## src/rtl/muldiv_pkg.sv

```systemverilog
// Shared encodings and helpers for the iterative HI/LO multiply/divide unit.
package muldiv_pkg;

   localparam int MD_WIDTH = 32;

   localparam logic [1:0] MD_MULT  = 2'b00;
   localparam logic [1:0] MD_MULTU = 2'b01;
   localparam logic [1:0] MD_DIV   = 2'b10;
   localparam logic [1:0] MD_DIVU  = 2'b11;

   typedef enum logic [1:0] {
      MD_IDLE = 2'd0,
      MD_RUN  = 2'd1,
      MD_FIN  = 2'd2
   } md_state_e;

   // op[1] selects divide, op[0] selects the unsigned variant
   function automatic logic md_is_div(input logic [1:0] op);
      return op[1];
   endfunction

   function automatic logic md_is_signed(input logic [1:0] op);
      return ~op[0];
   endfunction

endpackage

```

## src/rtl/muldiv_if.sv

```systemverilog
// Request/response bundle between the EXE-stage control and the mul/div unit.
interface muldiv_if #(
   parameter int WIDTH = muldiv_pkg::MD_WIDTH
);
   logic             start;
   logic [1:0]       op;
   logic [WIDTH-1:0] a;
   logic [WIDTH-1:0] b;
   logic             cancel;
   logic             busy;
   logic             done;
   logic [WIDTH-1:0] hi;
   logic [WIDTH-1:0] lo;
   logic             div_by_zero;

   modport master (
      output start, op, a, b, cancel,
      input  busy, done, hi, lo, div_by_zero
   );

   modport slave (
      input  start, op, a, b, cancel,
      output busy, done, hi, lo, div_by_zero
   );
endinterface

```

## src/rtl/muldiv_signfix.sv

```systemverilog
// Conditional two's-complement negate on a 2*HW-bit word, either as one value
// or as two independent HW-bit halves (operand pair, quotient/remainder pair).
module muldiv_signfix #(
   parameter int HW = 32
) (
   input  logic [2*HW-1:0] val,
   input  logic            split,
   input  logic            neg_hi,
   input  logic            neg_lo,
   output logic [2*HW-1:0] res
);

   // whole-word negate uses neg_lo; split mode negates each half on its own flag
   always_comb begin
      res = val;
      if (split) begin
         if (neg_hi) res[2*HW-1:HW] = -val[2*HW-1:HW];
         if (neg_lo) res[HW-1:0]    = -val[HW-1:0];
      end else if (neg_lo) begin
         res = -val;
      end
   end

endmodule

```

## src/rtl/muldiv_unit.sv

```systemverilog
// Iterative radix-2 multiply / restoring divide for the HI/LO path.
//
// state | meaning
// IDLE  | waiting for start; hi/lo hold last result
// RUN   | one shift-add or shift-subtract iteration per cycle (busy=1)
// FIN   | result registered on entry; done pulse; start here chains next op
module muldiv_unit
   import muldiv_pkg::*;
#(
   parameter int WIDTH = MD_WIDTH
) (
   input  logic     clk,
   input  logic     rst,
   muldiv_if.slave  md
);

   localparam logic [1:0] ST_IDLE = MD_IDLE;
   localparam logic [1:0] ST_RUN  = MD_RUN;
   localparam logic [1:0] ST_FIN  = MD_FIN;

   localparam logic [5:0] CNT_LAST = 6'(WIDTH - 1);
   localparam logic [5:0] CNT_SAT  = 6'(WIDTH);

   logic [1:0]         state, state_nxt;
   logic [5:0]         cnt;
   logic               is_div_r;
   logic               sign_q, sign_r;
   logic               dbz_pend;
   logic [WIDTH-1:0]   opnd_r;
   logic [2*WIDTH:0]   acc, acc_nxt;
   logic [WIDTH-1:0]   hi_r, lo_r;
   logic               dbz_r;

   logic               accept;
   logic               last_iter;
   logic               op_signed;
   logic [2*WIDTH-1:0] abs_ab;
   logic [WIDTH-1:0]   abs_a, abs_b;
   logic [2*WIDTH-1:0] res_fix;
   logic               fix_lo;

   logic [WIDTH:0]     mul_upper;
   logic [WIDTH+1:0]   div_rem_sh;
   logic [WIDTH+1:0]   div_diff;

   assign op_signed = md_is_signed(md.op);
   assign accept    = (state != ST_RUN) && md.start && !md.cancel;
   assign last_iter = (state == ST_RUN) && (cnt == CNT_LAST);

   muldiv_signfix #(.HW(WIDTH)) u_abs (
      .val    ({md.a, md.b}),
      .split  (1'b1),
      .neg_hi (op_signed & md.a[WIDTH-1]),
      .neg_lo (op_signed & md.b[WIDTH-1]),
      .res    (abs_ab)
   );

   assign abs_a = abs_ab[2*WIDTH-1:WIDTH];
   assign abs_b = abs_ab[WIDTH-1:0];

   // divide by zero keeps the raw all-ones quotient; hi fix-up by the dividend
   // sign turns |a| back into a
   assign fix_lo = sign_q & ~dbz_pend;

   muldiv_signfix #(.HW(WIDTH)) u_fix (
      .val    (acc_nxt[2*WIDTH-1:0]),
      .split  (is_div_r),
      .neg_hi (sign_r),
      .neg_lo (fix_lo),
      .res    (res_fix)
   );

   // one datapath iteration: shift-add for multiply, shift-subtract for divide
   always_comb begin
      acc_nxt    = acc;
      mul_upper  = '0;
      div_rem_sh = '0;
      div_diff   = '0;
      if (is_div_r) begin
         div_rem_sh = {acc[2*WIDTH:WIDTH], acc[WIDTH-1]};
         div_diff   = div_rem_sh - {2'b00, opnd_r};
         if (!div_diff[WIDTH+1]) begin
            acc_nxt = {div_diff[WIDTH:0], acc[WIDTH-2:0], 1'b1};
         end else begin
            acc_nxt = {div_rem_sh[WIDTH:0], acc[WIDTH-2:0], 1'b0};
         end
      end else begin
         mul_upper = {1'b0, acc[2*WIDTH-1:WIDTH]}
                   + (acc[0] ? {1'b0, opnd_r} : {(WIDTH+1){1'b0}});
         acc_nxt   = {1'b0, mul_upper, acc[WIDTH-1:1]};
      end
   end

   // next-state decode; cancel wins over both start and completion
   always_comb begin
      state_nxt = state;
      case (state)
         ST_IDLE: if (accept) state_nxt = ST_RUN;
         ST_RUN: begin
            if (md.cancel)     state_nxt = ST_IDLE;
            else if (last_iter) state_nxt = ST_FIN;
         end
         ST_FIN:  state_nxt = accept ? ST_RUN : ST_IDLE;
         default: state_nxt = ST_IDLE;
      endcase
   end

   // state register
   always_ff @(posedge clk) begin
      if (rst) state <= ST_IDLE;
      else     state <= state_nxt;
   end

   // operand latch on accept, then iterate until the counter saturates
   always_ff @(posedge clk) begin
      if (rst) begin
         cnt      <= '0;
         is_div_r <= 1'b0;
         sign_q   <= 1'b0;
         sign_r   <= 1'b0;
         dbz_pend <= 1'b0;
         opnd_r   <= '0;
         acc      <= '0;
      end else if (accept) begin
         cnt      <= '0;
         is_div_r <= md_is_div(md.op);
         sign_q   <= op_signed & (md.a[WIDTH-1] ^ md.b[WIDTH-1]);
         sign_r   <= op_signed & md.a[WIDTH-1];
         dbz_pend <= md_is_div(md.op) && (md.b == '0);
         opnd_r   <= md_is_div(md.op) ? abs_b : abs_a;
         acc      <= {1'b0, {WIDTH{1'b0}}, (md_is_div(md.op) ? abs_a : abs_b)};
      end else if ((state == ST_RUN) && !md.cancel) begin
         acc <= acc_nxt;
         if (cnt != CNT_SAT) cnt <= cnt + 6'd1;
      end
   end

   // architectural results: written only on FIN entry, flag cleared by a new op
   always_ff @(posedge clk) begin
      if (rst) begin
         hi_r  <= '0;
         lo_r  <= '0;
         dbz_r <= 1'b0;
      end else if (accept) begin
         dbz_r <= 1'b0;
      end else if (last_iter && !md.cancel) begin
         hi_r  <= res_fix[2*WIDTH-1:WIDTH];
         lo_r  <= dbz_pend ? {WIDTH{1'b1}} : res_fix[WIDTH-1:0];
         dbz_r <= dbz_pend;
      end
   end

   assign md.busy        = (state == ST_RUN);
   assign md.done        = (state == ST_FIN) && !md.cancel;
   assign md.hi          = hi_r;
   assign md.lo          = lo_r;
   assign md.div_by_zero = dbz_r;

endmodule

```

## src/flat_wrapper.sv

```systemverilog
// flat-port wrapper written by rule: the top's interface ports become plain ports
module muldiv_unit_flat import muldiv_pkg::*;
#(
   parameter int WIDTH = MD_WIDTH
)
  (clk, rst, md_start, md_op, md_a, md_b, md_cancel, md_busy, md_done, md_hi, md_lo, md_div_by_zero);
  muldiv_if #(.WIDTH(WIDTH)) md_i ();
  input  logic clk;
  input  logic rst;
  input wire logic [$bits(md_i.start)-1:0] md_start;
  input wire logic [$bits(md_i.op)-1:0] md_op;
  input wire logic [$bits(md_i.a)-1:0] md_a;
  input wire logic [$bits(md_i.b)-1:0] md_b;
  input wire logic [$bits(md_i.cancel)-1:0] md_cancel;
  output wire logic [$bits(md_i.busy)-1:0] md_busy;
  output wire logic [$bits(md_i.done)-1:0] md_done;
  output wire logic [$bits(md_i.hi)-1:0] md_hi;
  output wire logic [$bits(md_i.lo)-1:0] md_lo;
  output wire logic [$bits(md_i.div_by_zero)-1:0] md_div_by_zero;
  assign md_i.start = md_start;
  assign md_i.op = md_op;
  assign md_i.a = md_a;
  assign md_i.b = md_b;
  assign md_i.cancel = md_cancel;
  assign md_busy = md_i.busy;
  assign md_done = md_i.done;
  assign md_hi = md_i.hi;
  assign md_lo = md_i.lo;
  assign md_div_by_zero = md_i.div_by_zero;
  muldiv_unit #(.WIDTH(WIDTH)) u_core (.clk(clk), .rst(rst), .md(md_i));
endmodule
```

## config.mk

```make
export PLATFORM = sky130hd
export DESIGN_NAME = muldiv_unit_flat
export DESIGN_NICKNAME = d
export VERILOG_FILES = /design/src/rtl/muldiv_pkg.sv /design/src/rtl/muldiv_if.sv /design/src/rtl/muldiv_signfix.sv /design/src/rtl/muldiv_unit.sv /design/src/flat_wrapper.sv
export SDC_FILE = /design/constraint.sdc
export NUM_CORES = 1
export LEC_CHECK = 0
export ABC_AREA = 1
export BUFFER_PORTS_ARGS = -buffer_cell sky130_fd_sc_hd__buf_2
export CORE_MARGIN = 2
export CORE_UTILIZATION = 40
export DETAILED_ROUTE_END_ITERATION = 7
export SETUP_SLACK_MARGIN = 0.5
export SLEW_MARGIN = 20
export SYNTH_ARGS = -nofsm -noshare
export SYNTH_HDL_FRONTEND = slang
export SYNTH_SLANG_ARGS = --single-unit
```

## constraint.sdc

```tcl
create_clock -name clk -period 9.9 [get_ports clk]
set_input_delay 1.485 -clock clk [delete_from_list [all_inputs] [get_ports clk]]
set_output_delay 1.485 -clock clk [all_outputs]
set_load 0.01 [all_outputs]
```

==> impl_metrics.ini <==
[cts]
holdBufCountCts = 0
cts_root_buffer = clkbuf_16
post_cts_repair_setup_buffers = 0
tritoncts_num_sinks = 174
ctsHtreeMaxLevel = 4
insertion_delay_ns = 0.51
clock_tree_from_tritoncts = yes
cts_made_buffers = 17
ctsLongestPathBuffers = 2
clock_slew_seen_by_the_registers_of_the_worst_setup_and_hold_paths_ns = 0.08
postCtsResizedCells = 0

[sta]
clock_skew_ns = 0.0205
setup-tns-final_ns = 0
post-route-worst-setup-slack_ns = 4.99
achievable-frequency_mhz = 204
timing.max_slew.rel_slack = 0.268
grt_setup_unrepaired = false
worst_slew_pin_slew_ns = 1.10
layout_min_cycle_time_ns = 4.91
period_share = 0.496
finalHoldViolations = 0
timing_max_transition_violations_final = 0
setup-violations-final = 0

[finish]
share_of_post_route_cells_with_drive_strength_above_1 = 0.0965
flow.area_growth_from_synthesis_pct = 10.1
antenna_cells = 0
fraction_of_the_core_area_covered_by_cells_at_the_end_of_the_flow = 0.446
final_nets = 3156
num-fill-cells = 4635

[routing]
drt_first_pass_iters = 6
avgRoutedWirePerCell_um = 19.8
viasPerCell = 5.47
met3RoutedLength_mm = 4.24
drt_wl_total_mm = 70.5
detailed_route_wire_length_on_metal_1_mm = 29.4
num_vias = 19519
highest_layer = met5
drc = 0
postRouteAntennaNets = 0
met2_length_mm = 32.7
detail_route.iter0.violations = 1826

[yosys]
synth-warning-count = 0
synth.cell_area_sq_um = 17000
syn-instance-count = 2944
post_synthesis_async_set_or_reset_flop_share = 0
synthesis.area_per_instance_sq_um = 5.76
postSynth.topFlopCell = dfxtp_1
ys_ff_latch = 174
yosys.area.top_type = dfxtp_1
post_synth_num_cell_types = 64
yosys.area.top_type_share = 0.205
ys_top_cells_by_area = dfxtp_1 (21%), nand2_1 (17%), inv_1 (10%)
synth.net_count = 3086
yosysSeqAreaShare = 0.205
synth_edf_count = 0

[global_route]
first_global_vias = 18429
grtUsageTotal = 0.321
initial_antenna_violation_count = 1
grt_max_degree = 96
grt_pass1_wl_mm = 107
grt_overflow = 0

[setup_path]
crit_slowest_cell = dfxtp_1
worst_r2r_path_cells = 32
worstPathMaxFanout = 11
timing.critical_path.arrival_ns = 5.31
critical_path.max_stage_delay_ns = 0.44
crit_top_cell = nand2_1
worstSetupPathType = reg2reg
worst_ep_required_time_ns = 10.29
startpoint_type = flip-flop
endpoint_kind = flip-flop

[flow_run]
max_cap_violations = 0

[placed_design]
globalplace.congestion = 0.961
port_buffers = 136
hpwl_mm = 56.7
placement_setup_slack_ns = 5.07

[floorplanning]
fp.dieW_um = 210
fp.coreArea_sq_um = 41900
io-pin-count = 137
design.die.area_sq_um = 44100
floorplan.rows = 75
starting_density = 0.405
fp.dieH_um = 210

[min_path]
min_path_cells = 2
holdCritPathClass = reg2reg

[status]
outcome = finished, final reports clean

[pwr]
power.leakage_nw = 10.0
totalPowerFinal_w = 0.00247
vdd.ir_drop.worst_mv = 0.120
power_per_cell_area_nw_per_um2 = 133
cell families after synthesis:
| logic type | count (synthesis) | synth area share |
|---|---|---|
| AO/OA/AOI/OAI | 583 | 0.200 |
| XOR/XNOR | 81 | 0.0418 |
| adder cells (fa/ha/maj) | 72 | 0.0540 |
| buffers and inverters | 593 | 0.135 |
| flip-flops | 174 | 0.205 |
| multiplexers | 3 | 0.00177 |
| AND/OR/NAND/NOR | 1438 | 0.362 |
cell type report:
cell class	count	area [sq um]	share of cell area
Clock buffer	18	450	0.0241
Tap cell	539	674	0.0361
Multi-Input combinational cell	2177	11200	0.600
Sequential cell	174	3490	0.187
Clock inverter	14	191	0.0103
Inverter	487	1830	0.0980
Timing Repair Buffer	157	838	0.0449
cell usage after synthesis (11+ instances only):
| cell type | count |
|---|---|
| a22oi_1 | 14 |
| xnor2_1 | 26 |
| inv_1 | 466 |
| nand3_1 | 199 |
| buf_2 | 11 |
| a31oi_1 | 31 |
| clkbuf_1 | 78 |
| o211ai_1 | 55 |
| or2_2 | 16 |
| a21oi_1 | 160 |
| nor2_1 | 290 |
| nor3_1 | 36 |
| nand2_1 | 790 |
| nand4_1 | 32 |
| nor2_2 | 19 |
| o21ai_0 | 226 |
| ha_1 | 70 |
| inv_2 | 18 |
| xor2_1 | 55 |
| nand2_2 | 13 |
| o21ai_1 | 20 |
| o221ai_1 | 18 |
| dfxtp_1 | 174 |
cells in the final DEF, fill, tap and decap left out, types with 19 or more instances in the layout:
cell	synthesis	final
nor2_1	290	286
o21ai_1	20	20
xnor2_1	26	26
nor3_1	36	36
nand3_1	199	199
nor2_2	19	21
ha_1	70	70
inv_2	18	19
a31oi_1	31	31
inv_1	466	463
o211ai_1	55	55
buf_2	11	136
nand4_1	32	32
dfxtp_1	174	173
o21ai_0	226	226
nand2_1	790	790
buf_4	4	21
xor2_1	55	55
a21oi_1	160	160
metrics by stage:
step | hold slack, ns | instances | cell area (sq um)
2_1_floorplan | 0.448 | 2944 | 17000
3_3_place_gp | 0.458 | 3534 | 18000
3_5_place_dp | 0.469 | 3534 | 18000
4_1_cts | 0.488 | 3566 | 18700
5_1_grt | 0.512 | 3566 | 18700
6_report | 0.490 | 3566 | 18700
sequential cells by signal, summed over array words and instances, names as in the netlist, 2 cells and up:
register and flops:
u_core.acc 65, u_core.cnt 6, u_core.md.hi 32, u_core.md.lo 32
u_core.opnd_r 32, u_core.state 2
critical path: cells and delay by family (launching register included):
kind | cells | cell delay (ns)
DFF | 1 | 0.44
and+or+nand+nor | 22 | 2.78
AOI/OAI and AO/OA | 2 | 0.46
adders and majority gates | 2 | 0.54
buffers and inverters | 6 | 0.56
final timing paths:
kind,startpoint,to,slack (ns)
worst max-delay path,u_core.opnd_r[20]$_SDFFE_PP0P_,u_core.md.hi[20]$_SDFFE_PP0P_,4.99
worst min-delay path,u_core.opnd_r[7]$_SDFFE_PP0P_,u_core.opnd_r[7]$_SDFFE_PP0P_,0.49
worst max register to register,u_core.opnd_r[20]$_SDFFE_PP0P_,u_core.md.hi[20]$_SDFFE_PP0P_,4.99
worst min register to register,u_core.opnd_r[7]$_SDFFE_PP0P_,u_core.opnd_r[7]$_SDFFE_PP0P_,0.49
layer usage:
metal,up-vias,global-route usage
li1,9648,-
met1,8909,0.399
met2,782,0.540
met3,178,0.0426
met4,2,0.174
met5,-,0
where the power goes:
group	leakage (nW)	switching, W	internal (W)
Combinational	8.30	0.000698	0.000274
Clock	0.312	0.000371	0.000380
Sequential	1.41	0.0000282	0.000723
Power figures use the tool's default switching activity.
